[config.mk]
export PLATFORM = sky130hd
export DESIGN_NAME = hazard_ctrl
export DESIGN_NICKNAME = d
export VERILOG_FILES = /design/src/rtl/hazard_ctrl_pkg.sv /design/src/rtl/hazard_ctrl_md_busy_ctr.sv /design/src/rtl/hazard_ctrl.sv
export SDC_FILE = /design/constraint.sdc
export NUM_CORES = 1
export LEC_CHECK = 0
export CAP_MARGIN = 20
export CORE_AREA = 2 2 78 80
export DETAILED_ROUTE_END_ITERATION = 12
export DIE_AREA = 0 0 80 82
export PLACE_DENSITY = 0.9
export SYNTH_ARGS = -nofsm -noshare
export SYNTH_HDL_FRONTEND = slang
export SYNTH_SLANG_ARGS = --single-unit
[constraint.sdc]
create_clock -name i_clk -period 3.9 [get_ports i_clk]
set_input_delay 0.585 -clock i_clk [delete_from_list [all_inputs] [get_ports i_clk]]
set_output_delay 0.585 -clock i_clk [all_outputs]
set_load 0.05 [all_outputs]
[src/rtl/hazard_ctrl_pkg.sv]
// Shared encodings and helpers for the pipeline hazard controller.
// Tuse/Tnew codes, forward-select codes and mult/div latency defaults.
package hazard_ctrl_pkg;

    localparam logic [1:0] TUSE_NONE = 2'd3;
    localparam logic [1:0] TNEW_NOW  = 2'd0;

    localparam logic [1:0] FWD_RF = 2'd0;
    localparam logic [1:0] FWD_W  = 2'd1;
    localparam logic [1:0] FWD_M  = 2'd2;

    localparam int MD_MUL_CYC_DEF = 5;
    localparam int MD_DIV_CYC_DEF = 10;
    localparam int CNT_W_DEF      = 32;

    // $0 is hardwired, so a write to it never produces a hazard.
    function automatic logic reg_match(input logic we, input logic [4:0] a3, input logic [4:0] r);
        return we && (a3 == r) && (r != 5'd0);
    endfunction

    function automatic logic [1:0] fwd_sel(input logic m_hit, input logic w_hit);
        if (m_hit)
            return FWD_M;
        else if (w_hit)
            return FWD_W;
        else
            return FWD_RF;
    endfunction

endpackage

[src/rtl/hazard_ctrl_md_busy_ctr.sv]
// Mult/div occupancy counter: loads the op latency on start, counts down to idle.
// md_busy is derived from the registered count, so it rises the cycle after start.
module md_busy_ctr
    import hazard_ctrl_pkg::*;
#(
    parameter int MUL_CYC = MD_MUL_CYC_DEF,
    parameter int DIV_CYC = MD_DIV_CYC_DEF
) (
    input  logic i_clk,
    input  logic i_reset,
    input  logic i_start,
    input  logic i_is_div,
    output logic o_busy
);

    localparam int MAX_CYC = (DIV_CYC > MUL_CYC) ? DIV_CYC : MUL_CYC;
    localparam int CTR_W   = $clog2(MAX_CYC + 1);

    logic [CTR_W-1:0] r_count;

    // A start while already busy simply restarts the count.
    always_ff @(posedge i_clk or posedge i_reset) begin
        if (i_reset)
            r_count <= '0;
        else if (i_start)
            r_count <= i_is_div ? CTR_W'(DIV_CYC) : CTR_W'(MUL_CYC);
        else if (r_count != '0)
            r_count <= r_count - CTR_W'(1);
    end

    assign o_busy = (r_count != '0);

endmodule

[src/rtl/hazard_ctrl.sv]
// Stall/flush/forward control for the 5-stage pipeline, plus mult/div busy and stall counters.
// Stall and forward selects are combinational from the current stage contents.
module hazard_ctrl
    import hazard_ctrl_pkg::*;
#(
    parameter int MD_MUL_CYC = MD_MUL_CYC_DEF,
    parameter int MD_DIV_CYC = MD_DIV_CYC_DEF,
    parameter int CNT_W      = CNT_W_DEF
) (
    input  logic             i_clk,
    input  logic             i_reset,
    input  logic [4:0]       i_D_rs,
    input  logic [4:0]       i_D_rt,
    input  logic [1:0]       i_D_Tuse_rs,
    input  logic [1:0]       i_D_Tuse_rt,
    input  logic             i_D_md_op,
    input  logic [4:0]       i_E_rs,
    input  logic [4:0]       i_E_rt,
    input  logic [4:0]       i_E_A3,
    input  logic [1:0]       i_E_Tnew,
    input  logic             i_E_Reg_Write,
    input  logic [4:0]       i_M_rt,
    input  logic [4:0]       i_M_A3,
    input  logic [1:0]       i_M_Tnew,
    input  logic             i_M_Reg_Write,
    input  logic [4:0]       i_W_A3,
    input  logic             i_W_Reg_Write,
    input  logic             i_E_md_start,
    input  logic             i_E_md_is_div,
    output logic             o_PC_WE,
    output logic             o_F_D_WE,
    output logic             o_D_E_clear,
    output logic [1:0]       o_D_fwd_rs,
    output logic [1:0]       o_D_fwd_rt,
    output logic [1:0]       o_E_fwd_rs,
    output logic [1:0]       o_E_fwd_rt,
    output logic             o_M_fwd_rt,
    output logic             o_md_busy,
    output logic [CNT_W-1:0] o_stall_cnt
);

    logic w_stall_rs;
    logic w_stall_rt;
    logic w_stall_md;
    logic w_stall;
    logic w_m_ready;
    logic [CNT_W-1:0] r_stall_cnt;

    // A source stalls when its producer will not have the value before D needs it.
    assign w_stall_rs = (i_D_Tuse_rs != TUSE_NONE) &&
                        ((reg_match(i_E_Reg_Write, i_E_A3, i_D_rs) && (i_D_Tuse_rs < i_E_Tnew)) ||
                         (reg_match(i_M_Reg_Write, i_M_A3, i_D_rs) && (i_D_Tuse_rs < i_M_Tnew)));
    assign w_stall_rt = (i_D_Tuse_rt != TUSE_NONE) &&
                        ((reg_match(i_E_Reg_Write, i_E_A3, i_D_rt) && (i_D_Tuse_rt < i_E_Tnew)) ||
                         (reg_match(i_M_Reg_Write, i_M_A3, i_D_rt) && (i_D_Tuse_rt < i_M_Tnew)));
    assign w_stall_md = i_D_md_op && (o_md_busy || i_E_md_start);
    assign w_stall    = w_stall_rs | w_stall_rt | w_stall_md;

    assign o_PC_WE     = ~w_stall;
    assign o_F_D_WE    = ~w_stall;
    assign o_D_E_clear = w_stall;

    // M can only forward once its result exists; W's result always does.
    assign w_m_ready = (i_M_Tnew == TNEW_NOW);

    assign o_D_fwd_rs = fwd_sel(reg_match(i_M_Reg_Write, i_M_A3, i_D_rs) && w_m_ready,
                                reg_match(i_W_Reg_Write, i_W_A3, i_D_rs));
    assign o_D_fwd_rt = fwd_sel(reg_match(i_M_Reg_Write, i_M_A3, i_D_rt) && w_m_ready,
                                reg_match(i_W_Reg_Write, i_W_A3, i_D_rt));
    assign o_E_fwd_rs = fwd_sel(reg_match(i_M_Reg_Write, i_M_A3, i_E_rs) && w_m_ready,
                                reg_match(i_W_Reg_Write, i_W_A3, i_E_rs));
    assign o_E_fwd_rt = fwd_sel(reg_match(i_M_Reg_Write, i_M_A3, i_E_rt) && w_m_ready,
                                reg_match(i_W_Reg_Write, i_W_A3, i_E_rt));
    assign o_M_fwd_rt = reg_match(i_W_Reg_Write, i_W_A3, i_M_rt);

    md_busy_ctr #(
        .MUL_CYC (MD_MUL_CYC),
        .DIV_CYC (MD_DIV_CYC)
    ) u_md_busy_ctr (
        .i_clk    (i_clk),
        .i_reset  (i_reset),
        .i_start  (i_E_md_start),
        .i_is_div (i_E_md_is_div),
        .o_busy   (o_md_busy)
    );

    always_ff @(posedge i_clk or posedge i_reset) begin
        if (i_reset)
            r_stall_cnt <= '0;
        else if (w_stall)
            r_stall_cnt <= r_stall_cnt + CNT_W'(1);
    end

    assign o_stall_cnt = r_stall_cnt;

endmodule

# --- Yosys cells after proc, flatten, opt, wreduce, memory -nomap -nowiden ---
# Cells that the tools add are included.
totals:
  input_bits: 56
  latch_bits: 0
  ramBits: 0
  wordCells: 79
  out_inout_bits: 45
  romBits: 0
  ff_bits: 36
  mem_count: 0
op_classes:
  div_mod_pow: 0
  bitwise_logic: 3
  mul: 0
  magnitude_cmp: 4
  shift: 0
  n_eq_ne: 13
  n_mux: 11
  reduce_logical: 44
  n_addsub: 2
ops:
  columns: ["op", "n"]
  rows:
  - ["$eq 5x5->1", 11]
  - ["$logic_and 1x1->1", 33]
  - ["$add 32x1->32 const B", 1]
  - ["$reduce_bool 5->1", 5]
  - ["$mux 4", 3]
  - ["$lt 2x2->1", 4]
  - ["$mux 2", 4]
  - ["$mux 1", 4]
  - ["$ne 2x2->1 const B", 2]
  - ["$reduce_bool 4->1", 1]
  - ["$sub 4x1->4 const B", 1]
  - ["$logic_or 1x1->1", 3]
  - ["$logic_not 2->1", 1]
  - ["$or 1x1->1", 2]
  - ["$reduce_bool 2->1", 1]
  - ["$not 1->1", 1]

# --- Longest topological paths before layout ---
logic_depth:
  depth_word: 9
  ltp_mapped: 10
  mapped_depth_nobuf: 8

# --- By module ---
# From an unflattened synthesis, not the netlist that was laid out.
hier_totals:
  cells_unflattened: 305
  area_unflattened_um2: 2792.7
modules_own_cells:
  columns: ["module", "instances", "cells_per_inst", "seq_area_each_um2", "area_per_inst_um2"]
  rows:
  - ["hazard_ctrl", 1, 277, 800.8, 2529.9]
  - ["md_busy_ctr", 1, 28, 100.1, 262.8]

# --- Worst setup path after synthesis ---
# Ideal clock, no wire load.
synth_timing:
  path_type: "input to output"
  from: "input port i_D_rs[0]"
  to: "output port o_D_fwd_rs[0]"
  n_path_buf: 1
  path_slack_ps: -66
  t_required_ps: 3315
  stages: 5
  t_arrival_ps: 3381
  cell_sequence: "clkbuf_1 > xnor2_1 > nand4_1 > nor4_1 > nor4_1"
synth_between:
  elab_chain_cells: 5
  elab_cells_between_ends: 10
  cone_classes: "eq/ne (2); mux (2); reduce/logical (6)"
synth_rtl:
  columns: ["item", "line", "source"]
  rows:
  - ["start, declared", "hazard_ctrl.sv:12", "input logic [4:0] i_D_rs,"]
  - ["$eq 5x5->1", "hazard_ctrl_pkg.sv:18", "return we && (a3 == r) && (r != 5'd0);"]
  - ["$logic_and 1x1->1 (2 in a row)", "hazard_ctrl_pkg.sv:18", null]
  - ["$mux 1 / $logic_and 1x1->1 (equally long branches)", "hazard_ctrl_pkg.sv:24, hazard_ctrl.sv:66", null]
  - ["$mux 2 (*)", "hazard_ctrl_pkg.sv:22", "if (m_hit)"]
  - ["end, declared", "hazard_ctrl.sv:33", "output logic [1:0] o_D_fwd_rs,"]
# Mark *: on every way between the ends. The rest lies on a longest branch, timed or not.

# --- Worst setup path after layout ---
layout_timing:
  from: "input port i_E_rt[1]"
  to: "output port o_E_fwd_rt[0]"
layout_between:
  elab_chain_cells: 5
  elab_cells_between_ends: 10
  cone_classes: "eq/ne (2); mux (2); reduce/logical (6)"
layout_rtl:
  columns: ["item", "line", "source"]
  rows:
  - ["start, declared", "hazard_ctrl.sv:18", "input logic [4:0] i_E_rt,"]
  - ["$eq 5x5->1", "hazard_ctrl_pkg.sv:18", null]
  - ["$logic_and 1x1->1 (2 in a row)", "hazard_ctrl_pkg.sv:18", null]
  - ["$mux 1 / $logic_and 1x1->1 (equally long branches)", "hazard_ctrl_pkg.sv:24, hazard_ctrl.sv:72", null]
  - ["$mux 2 (*)", "hazard_ctrl_pkg.sv:22", null]
  - ["end, declared", "hazard_ctrl.sv:36", "output logic [1:0] o_E_fwd_rt,"]
# Marked as above.

==> summary.md <==
| Metric | Value |
|---|---|
| Outcome | complete, no violations |
| Layout cells sized above 1 | 5.67% |
| Most common cell after layout, fill and taps aside | clkdlybuf4s50_1 |
| Startpoint Class | primary input |
| TNS Setup | 0 ps |
| Fillers | 455 |
| Initial core utilization | 46.8% |
| Post-route ant nets | 0 |
| TritonCTS Buffers | 5 |
| Post-synth top area share | 33.5% |
| Multiplexer share of the synthesized area | 0.419% |
| Worst EP required | 3310 ps |
| Fin. max-slew vios | 0 |
| Syn_nets | 355 |
| Syn_area_per_cell | 9.20 um2 |
| Vias/cell | 5.35 |
| Combinational fraction of design power | 46.4% |
| Largest net degree at the start of global routing | 37 |
| Number of synthesized register bits | 36 |
| Crit-path cells | clkdlybuf4s50_1 > or4_1 > nor2_1 > nor3_1 > nor4_1 > clkdlybuf4s50_1 |
| IO Count | 101 |
| Buffers on Ports | 100 |
| CTS Hold Bufs | 0 |
| Slowest stage delay, CP | 910 ps |
| Compound-Gate Fraction of Synth Area | 4.10% |
| # diodes | 0 |
| Largest family of logic cells by synthesized area | XOR/XNOR gates |
| Core Box Area | 5750 um2 |
| Post-Synth Simple-Gate Area | 26.0% |
| Worst-path fanout max | 3 |
| Library cells used by synthesis | 38 |
| Drt pass-1 iters | 4 |
| Hold crit path type | flop to flop |
| Internal | 0.000861 W |
| Main area contributors after synthesis | dfrtp_1 34%, xnor2_1 19%, xor2_1 9.1% |
| Finished Cell Area | 3850 um2 |
| Xor and xnor area share after synthesis | 28.4% |
| Cell mode on critical path | clkdlybuf4s50_1 |
| Cells after Synth | 292 |
| Adder-cell share of the synthesized area | 3.26% |
| Yosys warns | 0 |
| First-pass GRT wire length | 12000 um |
| Placed wire-length estimate | 5950 um |
| Initial drt markers | 122 |
| Placer Congestion | 0.895 |
| Worst slew margin | 50.1% |
| Post-DR wirelength/cell | 16.1 um |
| Instance area at placement | 3760 um2 |
| Seq pwr share | 35.4% |
| Crit-path slowest cell | clkdlybuf4s50_1 |
| Hold Vio Cnt, Final | 0 |
| Worst-skew pair later-pin latency | 280 ps |
| Crit path max-delay family | buffers and inverters |
| Sw Share | 42.0% |
| Number of max-cap violations | 0 |
| Post_cts resized | 0 |
| Die W | 80 um |
| Total GRT Usage | 23.5% |
| Reg2reg start | u_md_busy_ctr.r_count[0] |
| Area grow syn2layout | 43.4% |
| # Post-CTS Setup Buffers | 0 |
| Hold path start | o_stall_cnt[31] |
| Die Y | 82 um |
| Unrepaired setup endpoints after global routing | no |
| Setup crit end kind | primary output |
| P_leak | 1.52 nW |
| Design Power | 0.00149 W |
| Commonest non-fill, non-tap cells in the layout | 95 x clkdlybuf4s50_1, 59 x xnor2_1, 36 x dfrtp_1 |
| Setup violations, final | 0 |
| CP arrival | 3110 ps |
| F_max | 271 MHz |
| Non-Filler Instances | 463 |
| Critical path launch point | i_E_rt[1] |
| Sequential fraction of the synthesis area | 33.5% |
| Minimum clock period | 3690 ps |
| Initial antenna violation count | 0 |
| Grt ovf | 0 |
| Drt drc | 0 |
| Placed cells | 455 |
| CTS max path bufs | 2 |
| Post-layout nets | 450 |
| Post-route clock period utilization | 94.7% |
| Post-Syn Area | 2690 um2 |
| WP buf/inv | 2 |
| Hold slack | 485 ps |
| Die ar. | 6560 um2 |
| Skew final | 2.63 ps |
| Clk sinks | 36 |
| CP Class | primary input to primary output |
| Worst-Margin Slew | 741 ps |
| Power density over cell area | 385 nW/um2 |
| H-tree levels | 2 |
| Routed vias | 2477 |
| Clk pwr share | 18.2% |
| Routed WL | 7450 um |
| Peak supply drop | 0.517 mV |
| Net Switching | 0.000624 W |
| TritonCTS clock tree | built |
| Clock transition at the registers of the reported paths | 70 ps |
| FP Rows | 28 |
| Vias in the first global route | 2486 |
| Synth area leader | dfrtp_1 |
| Clock Tree Root | clkbuf_8 |
## power groups by stage
stage          Clock (W)  Sequential (W)  Combinational (W)
4_1_cts         0.000274        0.000525           0.000694
3_3_place_gp           0        0.000526           0.000675
3_5_place_dp           0        0.000530           0.000690
6_report        0.000271        0.000525           0.000689
2_1_floorplan          0        0.000717           0.000237
5_1_grt         0.000290        0.000540           0.000736
## logic make-up after synthesis
kind of cell / Yosys count
XOR/XNOR: 87
adder cells (fa/ha/maj): 7
AND/OR/NAND/NOR: 121
flip-flops: 36
buffers and inverters: 25
multiplexers: 1
AO/OA/AOI/OAI: 15
## flip-flops by register name, summed over array words and instances, names as in the netlist
register and flops:
u_md_busy_ctr.r_count 4, o_stall_cnt 32
## synthesized netlist by cell type
library cell and number:
or4_1 4, mux2_2 1, o21a_1 2, o22a_1 2
nand2b_1 5, buf_6 2, or3_1 1, o21ai_0 4
nand4_1 12, a21oi_1 2, dfrtp_1 36, nor4_4 1
buf_4 2, nor4b_1 1, a211o_1 1, nor4_1 14
or3b_2 1, inv_1 8, nor3b_1 3, o211ai_1 2
a21o_1 1, and4_1 3, nand4b_1 5, and2_1 1
ha_1 7, nor4_2 1, nor2_1 10, nand3b_1 1
xnor2_1 59, nand2_1 20, nor2b_1 2, clkbuf_1 13
o41ai_2 1, xor2_1 28, or2_0 1, nor3_1 19
nand3_1 12, and3_1 4
## metal layers
layer,global-route usage [%],vias to the layer above,share of wire (%)
li1,-,1205,-
met1,30.6,1191,43
met2,39.1,67,50
met3,4.84,14,4.6
met4,8.31,0,2.4
met5,0,-,0
## per-stage QoR
step / utilization, % / worst slack (ps)
3_3_place_gp: 65.5 / 440
6_report: 67.1 / 207
5_1_grt: 67.1 / 196
3_5_place_dp: 65.5 / 273
2_1_floorplan: - / 165
4_1_cts: 67.1 / 273
## final timing paths
| check | to | slack (ps) | depth (start not counted) |
|---|---|---|---|
| max in group asynchronous | o_stall_cnt[0] | 2870 | 3 |
| max reg2reg | o_stall_cnt[1] | 1310 | 8 |
| min reg2reg | o_stall_cnt[31] | 490 | 1 |
| min | o_stall_cnt[31] | 490 | 1 |
| max | o_E_fwd_rt[0] | 210 | 6 |
| min in group asynchronous | o_stall_cnt[28] | 710 | 3 |
## final cells by class
| type | instances | area (um2) | area share [%] |
|---|---|---|---|
| Multi-Input combinational cell | 231 | 1680 | 43.5 |
| Timing Repair Buffer | 105 | 1060 | 27.6 |
| Sequential cell | 36 | 901 | 23.4 |
| Tap cell | 75 | 93.8 | 2.43 |
| Clock buffer | 8 | 90.1 | 2.34 |
| Inverter | 8 | 30.0 | 0.779 |
(Power assumes the default switching activity.)
